[config.mk]
export PLATFORM = sky130hd
export DESIGN_NAME = riscv_alu_issue_flat
export DESIGN_NICKNAME = d
export VERILOG_FILES = /design/src/rtl/riscv_alu_issue_if.sv /design/src/rtl/riscv_alu_issue.sv /design/src/flat_wrapper.sv
export SDC_FILE = /design/constraint.sdc
export NUM_CORES = 1
export LEC_CHECK = 0
export ABC_AREA = 1
export BUFFER_PORTS_ARGS = -buffer_cell sky130_fd_sc_hd__buf_4
export CAP_MARGIN = 30
export CELL_PAD_IN_SITES_DETAIL_PLACEMENT = 2
export CELL_PAD_IN_SITES_GLOBAL_PLACEMENT = 2
export CORE_AREA = 3 3 159 161
export CTS_CLUSTER_DIAMETER = 200
export DETAILED_ROUTE_END_ITERATION = 8
export DIE_AREA = 0 0 162 164
export PLACE_DENSITY = 0.87
export SLEW_MARGIN = 20
export SYNTH_ARGS = -nofsm -noshare
export SYNTH_HDL_FRONTEND = slang
export SYNTH_SLANG_ARGS = --single-unit
[constraint.sdc]
create_clock -name clk_i -period 3 [get_ports clk_i]
set_clock_uncertainty 0.2 [all_clocks]
set_input_delay 0.45 -clock clk_i [delete_from_list [all_inputs] [get_ports clk_i]]
set_output_delay 0.45 -clock clk_i [all_outputs]
set_load 0.01 [all_outputs]
[src/rtl/riscv_alu_issue_if.sv]
// Handshake bundle for the ALU issue stage: instruction input channel,
// flush, and the registered operand channel toward riscv_alu.
interface riscv_alu_issue_if #(
    parameter int unsigned XLEN = 32
) ();
    logic            flush_i;
    logic            in_valid_i;
    logic            in_ready_o;
    logic [31:0]     instr_i;
    logic [XLEN-1:0] rs1_data_i;
    logic [XLEN-1:0] rs2_data_i;
    logic            out_valid_o;
    logic            out_ready_i;
    logic [3:0]      alu_op_o;
    logic [XLEN-1:0] alu_a_o;
    logic [XLEN-1:0] alu_b_o;
    logic [4:0]      rd_o;
    logic            illegal_o;

    modport slave (
        input  flush_i, in_valid_i, instr_i, rs1_data_i, rs2_data_i, out_ready_i,
        output in_ready_o, out_valid_o, alu_op_o, alu_a_o, alu_b_o, rd_o, illegal_o
    );

    modport master (
        output flush_i, in_valid_i, instr_i, rs1_data_i, rs2_data_i, out_ready_i,
        input  in_ready_o, out_valid_o, alu_op_o, alu_a_o, alu_b_o, rd_o, illegal_o
    );
endinterface

[src/rtl/riscv_alu_issue.sv]
// ALU issue stage: decodes RV32IM OP/OP-IMM into riscv_alu op/operands and
// presents them through an output register backed by a one-entry skid buffer.
module riscv_alu_issue #(
    parameter int unsigned XLEN = 32
) (
    input  logic              clk_i,
    input  logic              rst_ni,
    riscv_alu_issue_if.slave  bus
);
    localparam logic [3:0] OP_ADD  = 4'b0000;
    localparam logic [3:0] OP_SLL  = 4'b0001;
    localparam logic [3:0] OP_SRL  = 4'b0010;
    localparam logic [3:0] OP_SRA  = 4'b0011;
    localparam logic [3:0] OP_SUB  = 4'b0110;
    localparam logic [3:0] OP_AND  = 4'b0111;
    localparam logic [3:0] OP_OR   = 4'b1000;
    localparam logic [3:0] OP_XOR  = 4'b1001;
    localparam logic [3:0] OP_SLTU = 4'b1010;
    localparam logic [3:0] OP_SLT  = 4'b1011;
    localparam logic [3:0] OP_MUL  = 4'b1100;

    localparam logic [6:0] OPC_OP     = 7'b0110011;
    localparam logic [6:0] OPC_OP_IMM = 7'b0010011;

    typedef struct packed {
        logic [3:0]      op;
        logic [XLEN-1:0] a;
        logic [XLEN-1:0] b;
        logic [4:0]      rd;
        logic            illegal;
    } entry_t;

    logic [6:0]      opcode;
    logic [2:0]      funct3;
    logic [6:0]      funct7;
    logic [XLEN-1:0] imm_sext;
    logic [XLEN-1:0] shamt;
    logic            legal;
    entry_t          dec;
    logic            unused_rs1_idx;

    assign opcode         = bus.instr_i[6:0];
    assign funct3         = bus.instr_i[14:12];
    assign funct7         = bus.instr_i[31:25];
    assign imm_sext       = {{(XLEN-12){bus.instr_i[31]}}, bus.instr_i[31:20]};
    assign shamt          = {{(XLEN-5){1'b0}}, bus.instr_i[24:20]};
    assign unused_rs1_idx = ^bus.instr_i[19:15];

    always_comb begin
        dec    = '0;
        dec.rd = bus.instr_i[11:7];
        legal  = 1'b1;
        case (opcode)
            OPC_OP: begin
                dec.a = bus.rs1_data_i;
                dec.b = bus.rs2_data_i;
                case ({funct7, funct3})
                    10'b0000000_000: dec.op = OP_ADD;
                    10'b0000000_001: dec.op = OP_SLL;
                    10'b0000000_010: dec.op = OP_SLT;
                    10'b0000000_011: dec.op = OP_SLTU;
                    10'b0000000_100: dec.op = OP_XOR;
                    10'b0000000_101: dec.op = OP_SRL;
                    10'b0000000_110: dec.op = OP_OR;
                    10'b0000000_111: dec.op = OP_AND;
                    10'b0100000_000: dec.op = OP_SUB;
                    10'b0100000_101: dec.op = OP_SRA;
                    10'b0000001_000: dec.op = OP_MUL;
                    default:         legal  = 1'b0;
                endcase
            end
            OPC_OP_IMM: begin
                dec.a = bus.rs1_data_i;
                dec.b = imm_sext;
                case (funct3)
                    3'b000: dec.op = OP_ADD;
                    3'b010: dec.op = OP_SLT;
                    3'b011: dec.op = OP_SLTU;
                    3'b100: dec.op = OP_XOR;
                    3'b110: dec.op = OP_OR;
                    3'b111: dec.op = OP_AND;
                    3'b001: begin
                        dec.b = shamt;
                        if (funct7 == 7'b0000000) dec.op = OP_SLL;
                        else                      legal  = 1'b0;
                    end
                    default: begin
                        dec.b = shamt;
                        if (funct7 == 7'b0000000)      dec.op = OP_SRL;
                        else if (funct7 == 7'b0100000) dec.op = OP_SRA;
                        else                           legal  = 1'b0;
                    end
                endcase
            end
            default: legal = 1'b0;
        endcase
        // Illegal entries still flow downstream, but with a neutral payload.
        if (!legal) begin
            dec.op      = '0;
            dec.a       = '0;
            dec.b       = '0;
            dec.illegal = 1'b1;
        end
    end

    entry_t out_q, out_d;
    entry_t skid_q, skid_d;
    logic   out_valid_q, out_valid_d;
    logic   skid_valid_q, skid_valid_d;
    logic   accept;
    logic   xfer;

    assign accept = bus.in_valid_i && !skid_valid_q;
    assign xfer   = out_valid_q && bus.out_ready_i;

    always_comb begin
        out_d        = out_q;
        skid_d       = skid_q;
        out_valid_d  = out_valid_q;
        skid_valid_d = skid_valid_q;
        if (bus.flush_i) begin
            out_valid_d  = 1'b0;
            skid_valid_d = 1'b0;
        end else if (xfer || !out_valid_q) begin
            // Skid is older than anything arriving now; in_ready is low while it is held.
            if (skid_valid_q) begin
                out_d        = skid_q;
                out_valid_d  = 1'b1;
                skid_valid_d = 1'b0;
            end else if (accept) begin
                out_d       = dec;
                out_valid_d = 1'b1;
            end else begin
                out_valid_d = 1'b0;
            end
        end else if (accept) begin
            skid_d       = dec;
            skid_valid_d = 1'b1;
        end
    end

    always_ff @(posedge clk_i or negedge rst_ni) begin
        if (!rst_ni) begin
            out_q        <= '0;
            skid_q       <= '0;
            out_valid_q  <= 1'b0;
            skid_valid_q <= 1'b0;
        end else begin
            out_q        <= out_d;
            skid_q       <= skid_d;
            out_valid_q  <= out_valid_d;
            skid_valid_q <= skid_valid_d;
        end
    end

    assign bus.in_ready_o  = !skid_valid_q;
    assign bus.out_valid_o = out_valid_q;
    assign bus.alu_op_o    = out_q.op;
    assign bus.alu_a_o     = out_q.a;
    assign bus.alu_b_o     = out_q.b;
    assign bus.rd_o        = out_q.rd;
    assign bus.illegal_o   = out_q.illegal;
endmodule

[src/flat_wrapper.sv]
// flat-port wrapper written by rule: the top's interface ports become plain ports
module riscv_alu_issue_flat 
#(
    parameter int unsigned XLEN = 32
)
  (clk_i, rst_ni, bus_flush_i, bus_in_valid_i, bus_instr_i, bus_rs1_data_i, bus_rs2_data_i, bus_out_ready_i, bus_in_ready_o, bus_out_valid_o, bus_alu_op_o, bus_alu_a_o, bus_alu_b_o, bus_rd_o, bus_illegal_o);
  riscv_alu_issue_if #(.XLEN(XLEN)) bus_i ();
  input  logic clk_i;
  input  logic rst_ni;
  input wire logic [$bits(bus_i.flush_i)-1:0] bus_flush_i;
  input wire logic [$bits(bus_i.in_valid_i)-1:0] bus_in_valid_i;
  input wire logic [$bits(bus_i.instr_i)-1:0] bus_instr_i;
  input wire logic [$bits(bus_i.rs1_data_i)-1:0] bus_rs1_data_i;
  input wire logic [$bits(bus_i.rs2_data_i)-1:0] bus_rs2_data_i;
  input wire logic [$bits(bus_i.out_ready_i)-1:0] bus_out_ready_i;
  output wire logic [$bits(bus_i.in_ready_o)-1:0] bus_in_ready_o;
  output wire logic [$bits(bus_i.out_valid_o)-1:0] bus_out_valid_o;
  output wire logic [$bits(bus_i.alu_op_o)-1:0] bus_alu_op_o;
  output wire logic [$bits(bus_i.alu_a_o)-1:0] bus_alu_a_o;
  output wire logic [$bits(bus_i.alu_b_o)-1:0] bus_alu_b_o;
  output wire logic [$bits(bus_i.rd_o)-1:0] bus_rd_o;
  output wire logic [$bits(bus_i.illegal_o)-1:0] bus_illegal_o;
  assign bus_i.flush_i = bus_flush_i;
  assign bus_i.in_valid_i = bus_in_valid_i;
  assign bus_i.instr_i = bus_instr_i;
  assign bus_i.rs1_data_i = bus_rs1_data_i;
  assign bus_i.rs2_data_i = bus_rs2_data_i;
  assign bus_i.out_ready_i = bus_out_ready_i;
  assign bus_in_ready_o = bus_i.in_ready_o;
  assign bus_out_valid_o = bus_i.out_valid_o;
  assign bus_alu_op_o = bus_i.alu_op_o;
  assign bus_alu_a_o = bus_i.alu_a_o;
  assign bus_alu_b_o = bus_i.alu_b_o;
  assign bus_rd_o = bus_i.rd_o;
  assign bus_illegal_o = bus_i.illegal_o;
  riscv_alu_issue #(.XLEN(XLEN)) u_core (.clk_i(clk_i), .rst_ni(rst_ni), .bus(bus_i));
endmodule
==> After elaboration in Yosys (flattened, before gate mapping) <==
Cells that the tools add are included.
{ "totals": {"ff_bits": 150, "inputBits": 101, "elab_cells": 72} }
{ "op_classes": {"n_eq_ne": 19, "mux": 24, "n_bitwise": 2, "reduce_logical": 15} }
{ "op_table": {"columns": ["operator", "n"], "rows": [
  ["$mux 74", 2],
  ["$pmux 68 s2", 1],
  ["$mux 68", 1],
  ["$eq 10x3->1 const B", 4],
  ["$pmux 4 s10", 1],
  ["$mux 32", 1],
  ["$pmux 4 s7", 1],
  ["$eq 10x2->1 const B", 2],
  ["$eq 10x9->1 const B", 2],
  ["$eq 7x6->1 const B", 2],
  ["$mux 1", 13],
  ["$reduce_or 11->1", 1],
  ["$eq 10x1->1 const B", 1],
  ["$eq 10x4->1 const B", 1],
  ["$logic_not 10->1", 1],
  ["$eq 3x3->1 const B", 3],
  ["$eq 7x5->1 const B", 1],
  ["$logic_not 7->1", 1],
  ["$eq 3x2->1 const B", 2],
  ["$reduce_and 3->1", 2],
  ["$reduce_or 6->1", 1],
  ["$mux 4", 1],
  ["$pmux 1 s2", 2],
  ["$reduce_bool 2->1", 2],
  ["other kinds (8)", 11]
]} }

==> Depth between registers and ports, before layout <==
{ "logic_depth": {"ltp_word": 8, "mapped_depth": 16, "mapped_depth_nobuf": 13} }

==> Worst setup path after synthesis <==
Ideal clock, no wire load.
{ "synth_timing": {"path_kind": "input to register", "startpoint": "input port bus_flush_i", "endpoint": "register u_core.skid_q[39] (netlist name)", "setup_ps": 124, "arrival_ps": 1786, "required_time_ps": 2676, "path_slack_ps": 890, "path_stages": 7, "path_cell_list": "or3b_2 nor3_4 inv_1 buf_2 clkbuf_1 nand2_1 o21ai_1"} }
{ "synth_between": {"elab_chain_cells": 2} }
{ "synth_lines": {"columns": ["item", "line", "source"], "rows": [
  ["start, declared", "flat_wrapper.sv:10", "input wire logic [$bits(bus_i.flush_i)-1:0] bus_flush_i;"],
  ["$not 1->1 (no line)", null, null],
  ["$reduce_and 3->1 (no line)", null, null],
  ["end signal, assigned", "riscv_alu_issue.sv:150", "skid_q <= skid_d;"],
  ["end, declared", "riscv_alu_issue.sv:107", "entry_t skid_q, skid_d;"]
]} }
No other way between the ends.
A chain may end at the register's enable or synchronous reset.

==> Final worst setup path <==
{ "layout_timing": {"startpoint": "input port bus_instr_i[13]", "endpoint": "register u_core.out_q (netlist bit u_core.bus.alu_b_o[13])"} }
{ "layout_between": {"elab_chain_cells": 7, "word_cells_on_any_way": 28} }
{ "layout_lines": {"columns": ["item", "line", "source"], "rows": [
  ["start, declared", "flat_wrapper.sv:12", "input wire logic [$bits(bus_i.instr_i)-1:0] bus_instr_i;"],
  ["$eq 10x1->1, or another cell as far along", "riscv_alu_issue.sv:57", "case ({funct7, funct3})"],
  ["$reduce_or 11->1 (no line) or $reduce_or 6->1 (tied branches)", null, null],
  ["$mux 1, or another cell as far along", "riscv_alu_issue.sv:57", null],
  ["$pmux 1 s2 or $pmux 68 s2 (tied branches)", "riscv_alu_issue.sv:53", "case (opcode)"],
  ["$mux 68 *", "riscv_alu_issue.sv:98", "if (!legal) begin"],
  ["$mux 74 *", "riscv_alu_issue.sv:130", "end else if (accept) begin"],
  ["$mux 74 *", "riscv_alu_issue.sv:126", "if (skid_valid_q) begin"],
  ["end signal, assigned", "riscv_alu_issue.sv:149", "out_q <= out_d;"],
  ["end, declared", "riscv_alu_issue.sv:106", "entry_t out_q, out_d;"]
]} }
Mark *: on every way between the ends. The rest lies on a longest branch, timed or not. The select of a mux whose other input is x is not followed.

==> results.txt <==
----------------------------------------------------
[STA]
  Setup violations, final ... 0
  Fin Setup TNS ... 0 ps
  Maximum clock frequency ... 0.455 GHz
  Final Critical Period ... 2200 ps
  Final cycle utilization of the critical path ... 73.3%
  Worst slew margin relative to its limit ... 46.7%
  Unrepaired setup endpoints after global routing ... no
  Transition time of the tightest slew-check pin ... 800 ps
  Final count of pins violating max slew ... 0
  Endpoints failing hold ... 0

[Clocking]
  Number of H-tree branching levels ... 4
  Buffers inserted during post-CTS setup optimization ... 0
  CTS-repair resized insts ... 0
  CTS sink cnt ... 150
  Number of buffers on the longest clock path ... 2
  Clock-pin slew on the worst setup and hold paths ... 60 ps
  Clock insertion delay at the later pin of the skew report ... 420 ps
  CTS tree ... done
  Number of CTS-inserted buffers ... 17
  Clock root buffer master ... clkbuf_16

[Worst setup path]
  Largest stage delay on the critical path ... 310 ps
  Critical path class ... primary input to flip-flop
  Required time of the worst setup path ... 3110 ps
  Worst-path cell with the longest stage delay ... nand2_1
  Kind of capture point of the worst setup path ... flip-flop
  Arrival time reported for the critical path endpoint ... 2310 ps
  Top cell family by delay on the critical path ... simple AND/OR/NAND/NOR gates
  Critical path cell sequence ... buf_4, inv_2, nand2_1, nor2_1, nand3_1, nand2_1, nor2_1, nand3_1, nand2_1, nand2_2, buf_4, nand2_1, nand2_1, nand2_1, nand2_1
  Worst path buffer plus inverter count ... 3
  Most frequent CP cell ... nand2_1
  Largest fanout on the critical path ... 19
  Crit path launch type ... primary input

[Route]
  Average detailed-routed wire length per instance ... 16.4 um
  Drt first pass iters ... 4
  Total vias in the final route ... 7,572
  ANT nets after route ... 0
  Vias per inst ... 4.75
  Detailed-route DRC error count ... 0
  Sum of routed wire length over all layers ... 26.0 mm
  1st-iter DRT viols ... 284

[Synth]
  Syn Area/Cell ... 6.91 um^2
  Leading cell types by total area after synthesis ... dfrtp_1 (49%), nand2_1 (25%), nor2_1 (8.7%)
  Top cell type by total area after synthesis ... dfrtp_1
  Share of the yosys chip area belonging to registers ... 49.0%
  Library cells used by synthesis ... 24
  Share of flip-flops with an asynchronous set or reset after synthesis ... 100%
  Portion of synthesized cell area occupied by the leading cell type ... 49.0%
  Most repeated cell in the gate-level netlist after synthesis ... nand2_1
  Number of cells produced by synthesis ... 1,110
  Cell area after synthesis ... 7670 um^2
  Post-synth top flop ... dfrtp_1
  Post-synth EDFFs ... 0
  Nets in the synthesized netlist ... 1,211
  #FFs+latches synth ... 150
  Number of warning messages in the yosys log ... 0
  Synth top cells by count ... nand2_1 (509), nor2_1 (178), dfrtp_1 (150), inv_1 (56), o21ai_1 (49)

[Run status]
  Outcome ... finished clean

[Global route]
  Number of global-route vias before repair ... 8,548
  Wire length of the first global-routing pass ... 43.1 mm
  Number of antenna violations at the first check in global routing ... 0
  Overall global routing resource usage ... 20.1%
  Maximum number of pins on one net before global-route repair ... 93
  Leftover overflow at the end of global routing ... 0

[Floorplan]
  Initial core utilization ... 31.8%
  Die Outline Area ... 26,600 um^2
  Area of the core ... 24,100 um^2
  Vertical extent of the die ... 164 um
  IO Pins ... 177
  Horiz. Die Dim ... 162 um
  Placement row count ... 57

[Power and ir drop]
  Worst supply voltage drop on vdd ... 0.000240 V
  Static leakage ... 5.87 nW
  PD cells ... 485 nW/um^2

[Placed design]
  Final weighted congestion in routability-driven placement ... 0.762
  Number of port buffers ... 171
  Total half-perimeter wirelength after legalization and detailed placement ... 17.3 mm
  Total placed cells including tap cells ... 1,561

[Layout]
  Filler instances ... 2,885
  Footprint of the flip-flops and latches ... 3750 um^2
  Final #Nets ... 1,358
  Synthesis-to-finish area growth ... 28.7%
  Antenna Diode Count ... 0
  Fraction of layout cells with a size suffix above 1 ... 18.8%
  Area occupied by multi-input gates ... 3380 um^2
  Non-filler instance count after layout ... 1,593

[Min path]
  Class of the most critical hold timing path ... primary input to flip-flop

[Job]
  MaxCap Viol Count ... 0

----------------------------------------------------
registers in the layout (all words and copies together), names as in the netlist:
signal                  count
u_core.skid_q              74
u_core.bus.illegal_o        1
u_core.skid_valid_q         1
u_core.bus.alu_b_o         32
u_core.bus.alu_op_o         4
u_core.bus.rd_o             5
u_core.bus.alu_a_o         32
u_core.bus.out_valid_o      1
cell usage in the layout (no fill, tap or decap):
cell type,Yosys,final
nand3_2,1,1
buf_12,0,5
nand3_1,35,35
nor3_4,1,1
a21oi_1,5,5
inv_1,56,54
o21ai_1,49,49
clkinv_4,0,2
o21ai_0,44,44
dlygate4sd3_1,0,1
nand2_1,509,507
nand3b_1,1,1
o211ai_1,2,2
nor3_1,1,1
clkinvlp_4,0,4
bufinv_16,0,1
nor3_2,2,2
nor2_1,178,178
buf_4,0,188
nor2_4,2,2
nand2_4,0,1
buf_6,6,1
clkinv_2,0,3
nand2_2,0,1
nand4_1,3,3
inv_4,0,2
inv_6,0,1
inv_2,2,2
clkbuf_16,0,17
dfrtp_1,150,150
clkbuf_8,0,3
or2_1,1,1
or3b_2,1,1
final cells by class:
class / instances / share of cell area [%]
well taps: 324 / 4.11
clock buffers: 20 / 4.73
multi-input cells: 835 / 34.3
clock inverters: 11 / 1.03
repair buffers: 195 / 15.5
inverters: 58 / 2.26
flip-flops and latches: 150 / 38.0
timing repair:
action | CTS | global route
hold buffers | 1 | 0
setup endpoints to repair | 0 | 0
endpoints found under the hold margin | 62 | 0
stage by stage:
stage / total power, mW / hold WS (ps) / util [%] / setup WS [ps] / instance area [um^2]
2_1_floorplan: 2.41 / -45.6 / - / 890 / 7670
4_1_cts: 4.87 / 122 / 40.9 / 741 / 9870
6_report: 4.79 / 138 / 40.9 / 800 / 9870
3_3_place_gp: 2.71 / 260 / 38.5 / 525 / 9290
3_5_place_dp: 2.74 / 266 / 38.5 / 436 / 9290
5_1_grt: 5.02 / 123 / 40.9 / 563 / 9870
logic make-up (layout without fill, tap and decap cells):
kind of cell	count (synthesis)	in the layout	share of synthesized area [%]
simple gates	735	735	37.4
buf+inv	125	284	7.02
flops	150	150	49.0
compound gates	100	100	6.59
final timing paths:
check / start / endpoint / slack (ps) / cells past startpoint
max: bus_instr_i[13] / u_core.bus.alu_b_o[13] / 800 / 15
min: bus_instr_i[9] / u_core.skid_q[3] / 140 / 3
max reg2reg: u_core.bus.out_valid_o / u_core.skid_q[46] / 800 / 6
min reg2reg: u_core.skid_q[72] / u_core.skid_q[72] / 280 / 2
max in group asynchronous: rst_ni / u_core.bus.rd_o[0] / 1400 / 3
min in group asynchronous: rst_ni / u_core.bus.alu_b_o[14] / 390 / 2
where the power goes:
group / switching, mW / total, mW / internal (mW) / leakage [nW]
registers: 0.0480 / 2.15 / 2.11 / 2.06
logic: 0.309 / 0.541 / 0.232 / 3.54
clock network: 0.890 / 2.09 / 1.20 / 0.270
total: 1.25 / 4.79 / 3.54 / 5.87
worst min-delay path, delay by kind of cell:
| family | cells | cell delay (ps) |
|---|---|---|
| AO/OA/AOI/OAI | 1 | 140 |
| buffers and inverters | 2 | 130 |
layer usage:
layer	global-route usage [%]	vias to the layer above	wire length, um
li1	-	3674	-
met1	24.7	3772	11600
met2	36.5	115	13200
met3	4.21	11	1030
met4	4.19	0	177
met5	0	-	0
Note: power is estimated with default switching activity, not from simulation.
